**config.mk**
```make
export PLATFORM = sky130hd
export DESIGN_NAME = ldi_dps_arbiter
export DESIGN_NICKNAME = d
export VERILOG_FILES = /design/src/rtl/ldi_dps_arbiter.sv
export SDC_FILE = /design/constraint.sdc
export NUM_CORES = 1
export LEC_CHECK = 0
export ABC_CLOCK_PERIOD_IN_PS = 11300
export CORE_MARGIN = 1.5
export CORE_UTILIZATION = 50
export CTS_CLUSTER_DIAMETER = 60
export DETAILED_ROUTE_END_ITERATION = 12
export HOLD_SLACK_MARGIN = 0.05
export PLACE_DENSITY = 0.81
export REMOVE_ABC_BUFFERS = 1
export SKIP_CTS_REPAIR_TIMING = 1
export SLEW_MARGIN = 40
export SYNTH_ARGS = -nofsm -noshare
export SYNTH_HDL_FRONTEND = slang
export SYNTH_SLANG_ARGS = --single-unit
```
**constraint.sdc**
```tcl
create_clock -name clk -period 11.3 [get_ports clk]
set_clock_uncertainty 0.2 [all_clocks]
set_input_delay 3.39 -clock clk [delete_from_list [all_inputs] [get_ports clk]]
set_output_delay 3.39 -clock clk [all_outputs]
set_load 0.05 [all_outputs]
```
**src/rtl/ldi_dps_arbiter.sv**
```systemverilog
`default_nettype none
// ============================================================================
// Module  : ldi_dps_arbiter
// Purpose : Round-robin sharing of one PLL dynamic-phase-shift port among
//           NUM_CH requesters, with phasestep/phasedone handshake and timeout.
// Rev     : 1.0
// ============================================================================
module ldi_dps_arbiter #(
    parameter int NUM_CH         = 4,
    parameter int CH_W           = 2,
    parameter int STEP_CYCLES    = 2,
    parameter int TIMEOUT_CYCLES = 1024,
    parameter int GAP_CYCLES     = 4
) (
    input  logic                  clk,
    input  logic                  reset,
    input  logic                  pll_locked,
    input  logic [NUM_CH-1:0]     req,
    input  logic [NUM_CH-1:0]     req_dir,
    input  logic [5*NUM_CH-1:0]   req_cntsel,
    output logic [NUM_CH-1:0]     ack,
    output logic [NUM_CH-1:0]     err,
    output logic                  busy,
    output logic [CH_W-1:0]       grant_id,
    output logic                  pll_phasestep,
    output logic                  pll_updn,
    output logic [4:0]            pll_cntsel,
    input  logic                  pll_phasedone
);

    localparam int c_tmr_max =
        (TIMEOUT_CYCLES > GAP_CYCLES)
            ? ((TIMEOUT_CYCLES > STEP_CYCLES) ? TIMEOUT_CYCLES : STEP_CYCLES)
            : ((GAP_CYCLES > STEP_CYCLES) ? GAP_CYCLES : STEP_CYCLES);
    localparam int c_tmr_w = $clog2(c_tmr_max + 1);

    localparam logic [c_tmr_w-1:0] c_to_last   = c_tmr_w'(TIMEOUT_CYCLES - 1);
    localparam logic [c_tmr_w-1:0] c_step_last = c_tmr_w'(STEP_CYCLES - 1);
    localparam logic [c_tmr_w-1:0] c_gap_last  = c_tmr_w'(GAP_CYCLES - 1);
    localparam logic [CH_W:0]      c_num_ch    = (CH_W + 1)'(NUM_CH);

    typedef enum logic [2:0] {
        S_IDLE      = 3'd0,
        S_STEP      = 3'd1,
        S_WAIT_HIGH = 3'd2,
        S_DONE      = 3'd3,
        S_FAIL      = 3'd4,
        S_GAP       = 3'd5
    } state_t;

    state_t               r_state;
    logic [c_tmr_w-1:0]   r_timer;
    logic [CH_W-1:0]      r_ptr;
    logic                 r_pd_meta;
    logic                 r_pd_s;

    logic [NUM_CH-1:0]    w_req_rot;
    logic                 w_found;
    logic [CH_W-1:0]      w_offset;
    logic [CH_W:0]        w_sum;
    logic [CH_W-1:0]      w_win;
    logic [CH_W:0]        w_nsum;
    logic [CH_W-1:0]      w_next_ptr;
    logic                 w_win_dir;
    logic [4:0]           w_win_cnt;
    logic [NUM_CH-1:0]    w_grant_oh;
    logic                 w_timed_out;
    logic                 w_step_exit;

    // Rotate requests so bit 0 is the channel where the search starts.
    assign w_req_rot = NUM_CH'({req, req} >> r_ptr);

    always_comb begin
        w_found  = 1'b0;
        w_offset = '0;
        for (int k = NUM_CH - 1; k >= 0; k--) begin
            if (w_req_rot[k]) begin
                w_found  = 1'b1;
                w_offset = CH_W'(k);
            end
        end
    end

    assign w_sum      = {1'b0, r_ptr} + {1'b0, w_offset};
    assign w_win      = (w_sum >= c_num_ch) ? CH_W'(w_sum - c_num_ch) : CH_W'(w_sum);
    assign w_nsum     = {1'b0, w_win} + (CH_W + 1)'(1);
    assign w_next_ptr = (w_nsum >= c_num_ch) ? '0 : w_nsum[CH_W-1:0];

    always_comb begin
        w_win_dir  = 1'b0;
        w_win_cnt  = '0;
        w_grant_oh = '0;
        for (int i = 0; i < NUM_CH; i++) begin
            if (w_win == CH_W'(i)) begin
                w_win_dir = req_dir[i];
                w_win_cnt = req_cntsel[5*i +: 5];
            end
            if (grant_id == CH_W'(i)) begin
                w_grant_oh[i] = 1'b1;
            end
        end
    end

    assign w_timed_out = (r_timer == c_to_last);
    assign w_step_exit = (r_timer >= c_step_last) && !r_pd_s;

    always_ff @(posedge clk) begin
        if (reset) begin
            r_pd_meta     <= 1'b1;
            r_pd_s        <= 1'b1;
            r_state       <= S_IDLE;
            r_timer       <= '0;
            r_ptr         <= '0;
            ack           <= '0;
            err           <= '0;
            busy          <= 1'b0;
            grant_id      <= '0;
            pll_phasestep <= 1'b0;
            pll_updn      <= 1'b0;
            pll_cntsel    <= '0;
        end else begin
            r_pd_meta <= pll_phasedone;
            r_pd_s    <= r_pd_meta;
            ack       <= '0;
            err       <= '0;
            if (r_timer != c_to_last) begin
                r_timer <= r_timer + 1'b1;
            end

            case (r_state)
                S_IDLE: begin
                    if (pll_locked && w_found) begin
                        grant_id      <= w_win;
                        pll_updn      <= w_win_dir;
                        pll_cntsel    <= w_win_cnt;
                        r_ptr         <= w_next_ptr;
                        pll_phasestep <= 1'b1;
                        busy          <= 1'b1;
                        r_timer       <= '0;
                        r_state       <= S_STEP;
                    end
                end
                S_STEP: begin
                    if (!pll_locked || (w_timed_out && !w_step_exit)) begin
                        err           <= w_grant_oh;
                        pll_phasestep <= 1'b0;
                        r_timer       <= '0;
                        r_state       <= S_FAIL;
                    end else if (w_step_exit) begin
                        pll_phasestep <= 1'b0;
                        r_timer       <= '0;
                        r_state       <= S_WAIT_HIGH;
                    end
                end
                S_WAIT_HIGH: begin
                    if (!pll_locked || (w_timed_out && !r_pd_s)) begin
                        err     <= w_grant_oh;
                        r_timer <= '0;
                        r_state <= S_FAIL;
                    end else if (r_pd_s) begin
                        ack     <= w_grant_oh;
                        r_timer <= '0;
                        r_state <= S_DONE;
                    end
                end
                S_DONE, S_FAIL: begin
                    r_timer <= '0;
                    r_state <= S_GAP;
                end
                S_GAP: begin
                    if (r_timer == c_gap_last) begin
                        busy    <= 1'b0;
                        r_timer <= '0;
                        r_state <= S_IDLE;
                    end
                end
                default: begin
                    busy          <= 1'b0;
                    pll_phasestep <= 1'b0;
                    r_timer       <= '0;
                    r_state       <= S_IDLE;
                end
            endcase
        end
    end

endmodule
`default_nettype wire

```
==> After elaboration in Yosys (flattened, before gate mapping) <==
Cells that the tools add are included.
{ "classes": {"mux": 46, "magnitude_cmp": 3, "n_bitwise": 4, "n_reduce_logical": 20, "add_sub_neg": 4, "n_eq_ne": 18, "shifts": 1} }
{ "ops": {"columns": ["cell", "count"], "rows": [
  ["$mux W11", 7],
  ["$pmux W11 S4", 1],
  ["$mux W5", 4],
  ["$mux W3", 6],
  ["$mux W1", 16],
  ["$pmux W3 S5", 1],
  ["$mux W2", 6],
  ["$reduce_or A4 Y1", 3],
  ["$add A11 B1 Y11 const B", 1],
  ["$eq A11 B10 Y1 const B", 1],
  ["$eq A11 B2 Y1 const B", 1],
  ["$ge A11 B1 Y1 const B", 1],
  ["$ne A11 B10 Y1 const B", 1],
  ["$eq A2 B2 Y1 const B", 4],
  ["$mux W4", 2],
  ["$pmux W4 S2", 1],
  ["$shr A8 B2 Y4", 1],
  ["$eq A3 B2 Y1 const B", 2],
  ["$eq A3 B3 Y1 const B", 2],
  ["$ge A3 B3 Y1 const B", 2],
  ["$ne A3 B3 Y1 const B", 2],
  ["$pmux W1 S3", 2],
  ["$reduce_and A3 Y1", 2],
  ["$eq A2 B1 Y1 const B", 2],
  ["other kinds (14)", 25]
]} }
{ "word_totals": {"elab_cells": 108, "regBits": 36, "input_bits": 32, "out_inout_bits": 18} }

==> Logic depth before layout (Yosys ltp) <==
Gate-level depths: netlist (run 1).
{ "depth": {"ltp_word": 13, "mapped_depth": 14, "depth_no_buf": 13} }

==> Least setup slack after synthesis (run 1) <==
Ideal clock, no wire load.
{ "synth_path": {"kind": "in2reg", "from": "input port req[1]", "to": "register pll_cntsel[2]", "n_path_buf": 1, "setup_slack_ns": 5.107, "t_arrival_ns": 5.907, "stages": 14, "required_ns": 11.014, "path_cell_list": "clkbuf_1 -> nor2b_1 -> a221o_1 -> a221o_1 -> ha_1 -> xor2_1 -> a21o_1 -> and2_1 -> ha_1 -> nor2b_1 -> a221oi_1 -> nor3_1 -> a21oi_1 -> a211oi_1"} }
{ "synth_between": {"elab_chain_cells": 13, "word_cells_on_any_way": 23, "classes_between": "2 x add/sub; 1 x order compare; 3 x eq/ne; 1 x shift; 13 x mux; 3 x reduce/logical"} }
{ "synth_rtl": {"columns": ["element", "line", "text"], "rows": [
  ["start: declaration", "18", "input logic [NUM_CH-1:0] req,"],
  ["$shr A8 B2 Y4 (*)", "71", "assign w_req_rot = NUM_CH'({req, req} >> r_ptr);"],
  ["$mux W2 (4 in a row)", "77", "if (w_req_rot[k]) begin"],
  ["$add A2 B2 Y3", "84", "assign w_sum = {1'b0, r_ptr} + {1'b0, w_offset};"],
  ["$ge A3 B3 Y1 or $sub A2 B1 Y2 (tied branches)", "85", "assign w_win = (w_sum >= c_num_ch) ? CH_W'(w_sum - c_num_ch) : CH_W'(w_sum);"],
  ["$mux W2", "85", null],
  ["$logic_not A2 Y1", "94", "if (w_win == CH_W'(i)) begin"],
  ["$mux W5 (4 in a row)", "94", null],
  ["end signal: assignment", "135", "pll_cntsel <= w_win_cnt;"],
  ["end: declaration", "27", "output logic [4:0] pll_cntsel,"]
]} }
Mark *: on every way between the ends. The rest lies on a longest branch, timed or not.
A chain may end at the register's enable or synchronous reset.

==> Worst setup path after layout (run 1) <==
{ "layout_path": {"from": "input port req[0]", "to": "register pll_cntsel[0]"} }
The elaborated chain is that of the path after synthesis.

==> impl_metrics.tcl, run 1 <==
set metrics [dict create \
    drt_first_pass_iters 4 \
    setup_violations 0 \
    startpoint_type "primary input" \
    routed_wl_mm 5.05 \
    netlist_area_um2 2020 \
    maxSlewHeadroom 0.560 \
    worst_path_max_delay_cell "clkdlybuf4s50_1" \
    root_buffer "clkbuf_8" \
    required_ps 11290 \
    vias_per_cell 5.77 \
    fin_crit_ps 6610 \
    cts_buffer_depth 2 \
    die_h_um 66.6 \
    grt_max_degree 21 \
    period_share 0.585 \
    holdWs_ps 228 \
    drtIter0Drc 160 \
    yosysWarnings 0 \
    nNetsFinal 335 \
    core_area_um2 3770 \
    avgSynthCellArea_um2 8.06 \
    place_worst_setup_slack_ps 4400 \
    drtAntennaViolNets 0 \
    cts_tree "done" \
    drc_errors 0 \
    hold_class "reg -> reg" \
    vias 1990 \
    fmax_mhz 151 \
    route.met2.wl_mm 2.36 \
    worst_slew_pin_slew_ps 659 \
    synth_cells 251 \
    gp_congestion 0.881 \
    worst_ep_arrival_time_ps 6600 \
    cp_max_fo 8 \
    grt_usage 0.251 \
    port_buffers 49 \
    async_flop_share 0 \
    final_hold_viol_count 0 \
    clk_pin_slew_worst_paths_ps 70 \
    grt_pass1_wl_mm 8.55 \
    slew_viol_final 0 \
    synthTopCellsByArea "dfxtp_1 (36%), nor2_1 (8.2%), nor3_1 (4.5%)" \
    clkSinkCount 36 \
    max-vdd-ir-drop_v 0.000172 \
    crit_family "compound AO/OA/AOI/OAI gates" \
    ys_dominant_reg_cell "dfxtp_1" \
    drive_gt1_frac 0.0640 \
    fin_ws_ps 4690 \
    criticalPathCategory "in -> reg" \
    power.density_nw_per_um2 242 \
    rsz0062_at_grt "no" \
    synth.largest_area_cell "dfxtp_1" \
    numCtsBuffers 5 \
    row_count 22 \
    status "finished clean" \
    wl_met1_mm 2.28 \
    ios 50 \
    p_leak_uw 0.000963 \
    fin_tns_setup_ps 0 \
    maxCapViolations 0 \
    max_stage_delay_ps 590 \
    hold_depth 1 \
    die_x_um 66.6 \
    worstSetupEndpointType "register" \
    cp_num_buf_inv 1 \
    area_delta_synth_final_pct 30.5 \
    worstSkewPairLatency_ps 300 \
    wl_met3_um 351 \
    routed.top_layer "met4" \
    final_util 0.700 \
    reg2regPathDepth 13 \
    path_cells "clkdlybuf4s50_1 -> nor2_1 -> a221o_1 -> a221o_1 -> ha_1 -> xor2_1 -> nand3_1 -> and2_1 -> ha_1 -> nor2b_1 -> a221oi_1 -> nor3_1 -> a21oi_1 -> a211oi_1" \
    hpwl_mm 3.63 \
    diodes 0 \
    grt_pass1_vias 1875 \
    start_util 0.536 \
    antenna_found_initial 0 \
    synth-edff-count 0 \
    cts.htree.levels 2 \
    fill_cells 321 \
    yosysTopAreaCellShare 0.356 \
    p_total_uw 639 \
    yosysSeqAreaShare 0.356 \
    ys_ff_latch 36 \
    dieArea_um2 4430 \
    synth_cell_types 50 \
    wl_per_cell_um 14.6 \
    grt.overflow.total 0 \
    cp.depth 14 \
]
-- worst reg2reg max path: cells and delay by family (launching register included) --
family                     cells  cell delay, ps
adders and majority gates      2             460
DFF                            1             530
AOI/OAI and AO/OA              5            1140
and+or+nand+nor                5             880
xor gates and xnor gates       1             170
-- final timing paths --
kind / from / endpoint / slack, ps
worst max-delay path: req[0] / pll_cntsel[0] / 4690
worst min-delay path: r_pd_meta / r_pd_s / 230
worst max register to register: r_ptr[0] / pll_cntsel[0] / 7830
worst min register to register: r_pd_meta / r_pd_s / 230
-- layout make-up --
cell class	instances	area [µm²]	area share
multi-input cells	198	1230	0.466
clock inverters	3	42.5	0.0161
flip-flops and latches	36	721	0.273
well taps	48	60.1	0.0228
inverters	5	18.8	0.00711
clock buffers	5	68.8	0.0261
repair buffers	50	498	0.189
-- where the power goes --
| group | internal (µW) | switching (µW) |
|---|---|---|
| Sequential | 151 | 33.0 |
| Combinational | 144 | 198 |
| Clock | 65.3 | 48.9 |
| Total | 360 | 280 |
-- cells in the mapped netlist, types with 3 or more instances --
library cell	count
buf_2	3
mux2i_1	4
a21oi_1	16
ha_1	7
clkbuf_1	8
a211oi_1	9
nor3_1	18
nand4_1	6
dfxtp_1	36
o221ai_1	3
nor4_1	3
nand2b_1	5
a221oi_1	6
nand2_1	16
nor2b_1	9
nand3_1	4
inv_1	5
o21ai_0	5
a21o_1	3
nor2_1	44
o21bai_1	3
-- stage by stage --
stage                     area [µm²]  instances
after detailed placement        2530        337
after CTS                       2640        345
after floorplan                 1970        239
after global placement          2530        337
final                           2640        345
after global routing            2640        345
-- routing by layer --
layer | vias up | track usage
li1 | 1009 | -
met1 | 906 | 0.329
met2 | 68 | 0.396
met3 | 7 | 0.0895
met4 | 0 | 0.0561
met5 | - | 0
-- cells by family (layout without fill, tap and decap cells) --
kind of cell	count (synthesis)	count (layout)	share of synthesized area
adder cells (fa/ha/maj)	7	7	0.0433
buffers and inverters	17	63	0.0353
AO/OA/AOI/OAI	62	62	0.223
XOR/XNOR	3	3	0.0130
flip-flops	36	36	0.356
AND/OR/NAND/NOR	122	122	0.309
multiplexers	4	4	0.0198
-- flip-flops by register name (all words and copies together), names as in the netlist --
| name | cells |
|---|---|
| pll_updn | 1 |
| grant_id | 2 |
| r_pd_s | 1 |
| ack | 4 |
| r_state | 3 |
| r_timer | 11 |
| err | 4 |
| r_ptr | 2 |
| busy | 1 |
| r_pd_meta | 1 |
| pll_cntsel | 5 |
| pll_phasestep | 1 |
-- cells in the final DEF, fill, tap and decap left out, drive strengths merged, types with 3 or more instances in the layout --
cell           Yosys  routed
inv                5       5
clkbuf             8       5
nor4               4       4
dfxtp             36      36
o21ai              6       6
ha                 7       7
a21o               3       3
mux2i              4       4
nor3              18      18
nor2              44      44
o221ai             3       3
clkdlybuf4s50      0      49
nand3              4       4
a211oi            10      10
nand2             16      16
nor2b              9       9
nand4              6       6
a21oi             16      16
a221oi             6       6
o21bai             3       3
nand2b             5       5
No activity file was read; power rests on OpenSTA's default activity.
==> run 2: changes to the inputs <==
ABC_CLOCK_PERIOD_IN_PS = 5400   (was 11300)
CORE_UTILIZATION = 44   (was 50)
PLACE_DENSITY = 0.75   (was 0.81)
clock period = 5.4 ns   (was 11.3 ns; I/O delays follow)
==> run 2 against run 1 <==
Via count increased by 1.3%. Combinational power rose by 110%. Global-route usage shrank 5.3 points. Critical path type unchanged. Largest cell class unchanged.
==> impl_metrics.tcl, run 2 (synthesized netlist as in run 1, its figures left out) <==
set metrics [dict create \
    dieArea_um2 5010 \
    diodes 0 \
    clk_pin_slew_worst_paths_ps 70 \
    root_buffer "clkbuf_8" \
    clkPwrFrac 0.179 \
    antenna_found_initial 0 \
    worstSkewPairLatency_ps 290 \
    startpoint_type "primary input" \
    ios 50 \
    worst_ep_arrival_time_ps 4840 \
    setup_violations 0 \
    vias_per_cell 5.76 \
    fin_tns_setup_ps 0 \
    hpwl_mm 3.56 \
    fmax_mhz 207 \
    cts.htree.levels 2 \
    cts_tree "done" \
    required_ps 5410 \
    rsz0062_at_grt "no" \
    largest_register_ffs 11 \
    period_share 0.894 \
    top_regs "r_timer (11), pll_cntsel (5)" \
    worstSetupEndpointType "register" \
    slew_viol_final 0 \
    numCtsBuffers 5 \
    grt_max_degree 19 \
    drc_errors 0 \
    drt_first_pass_iters 4 \
    stdcell_area_um2 2650 \
    post_dp_cell_area_um2 2540 \
    drtAntennaViolNets 0 \
    drive_gt1_frac 0.0671 \
    vias 2016 \
    reg2regPathDepth 13 \
    row_count 24 \
    grt.overflow.total 0 \
    area_delta_synth_final_pct 31.1 \
    cp_max_fo 8 \
    start_util 0.461 \
    criticalPathCategory "in -> reg" \
    swShare 0.433 \
    die_x_um 70.8 \
    intPower_uw 753 \
    top_register "r_timer" \
    hold_depth 1 \
    maxCapViolations 0 \
    layout_common_cells "clkdlybuf4s50_1 (49), nor2_1 (44), dfxtp_1 (36), nor3_1 (18)" \
    r2r_slack_ps 1920 \
    gp_congestion 0.805 \
    die_h_um 70.8 \
    p_switching_uw 575 \
    seqPwrFrac 0.286 \
    power.density_nw_per_um2 501 \
    final_hold_viol_count 0 \
    fin_crit_ps 4820 \
    status "finished clean" \
    max-vdd-ir-drop_v 0.000357 \
    routed_wl_mm 4.86 \
    hold_class "reg -> reg" \
    grt_pass1_wl_mm 8.02 \
    wl_per_cell_um 13.9 \
    worst_slew_pin_slew_ps 632 \
    cts_buffer_depth 2 \
    drtIter0Drc 89 \
    p_leak_uw 0.000968 \
    comb_power_share 0.534 \
    core_area_um2 4380 \
    clkSinkCount 36 \
    final_common_cell "clkdlybuf4s50_1" \
    grt_usage 0.199 \
    port_buffers 49 \
    grt_pass1_vias 1791 \
    maxSlewHeadroom 0.575 \
    nNetsFinal 336 \
]
[run 2: changes by cell type in the layout (fill, tap and decap cells not counted)]
cell   before  now
buf_4       1    2
[run 2: path summary, 6_finish.rpt]
path              startpoint       endpoint
hold / removal     r_pd_meta         r_pd_s
setup / recovery      req[0]  pll_cntsel[1]
setup reg to reg    r_ptr[0]  pll_cntsel[1]
hold reg to reg    r_pd_meta         r_pd_s
[run 2: through the flow]
stage	total power, µW	setup WS (ps)	util	hold WS, ps	cells
floorplan	904	1180	-	189	239
global placement	1080	398	0.579	191	342
detailed placement	1090	277	0.579	201	342
CTS	1340	592	0.605	219	350
global route	1430	270	0.605	235	350
finish	1330	575	0.605	217	350
[run 2: final cells by class]
type	instances	area, µm²
fillers	386	1730
multi-input cells	198	1230
flip-flops and latches	36	721
repair buffers	51	505
clock buffers	5	68.8
well taps	52	65.1
clock inverters	3	42.5
inverters	5	18.8
[run 2: power by group through the flow]
stage               Combinational (µW)  Clock [µW]  Sequential, µW
floorplan                          429           0             475
global placement                   694           0             385
detailed placement                 707           0             384
CTS                                712         245             379
global route                       787         257             390
finish                             710         238             380
[run 2: routing by layer]
metal / global-route usage / routed length (µm) / vias up
met2: 0.336 / 2410 / 45
met3: 0.0470 / 194 / 6
met5: 0 / 0 / -
met1: 0.247 / 2200 / 949
li1: - / - / 1016
met4: 0.0713 / 56 / 0
[run 2: critical path, cell delays in order]
cell	delay, ps
clkdlybuf4s50_1	580
nor2_1	70
a221o_1	350
a221o_1	320
ha_1	190
xor2_1	160
nand3_1	150
and2_1	210
ha_1	280
nor2b_1	320
a221oi_1	130
nor3_1	160
a21oi_1	60
a211oi_1	230
==> run 3: changes to the inputs <==
SKIP_LAST_GASP = 1   (was default)
==> results of run 3 <==
No change in the layout: final DEF, timing and power equal those of run 2.
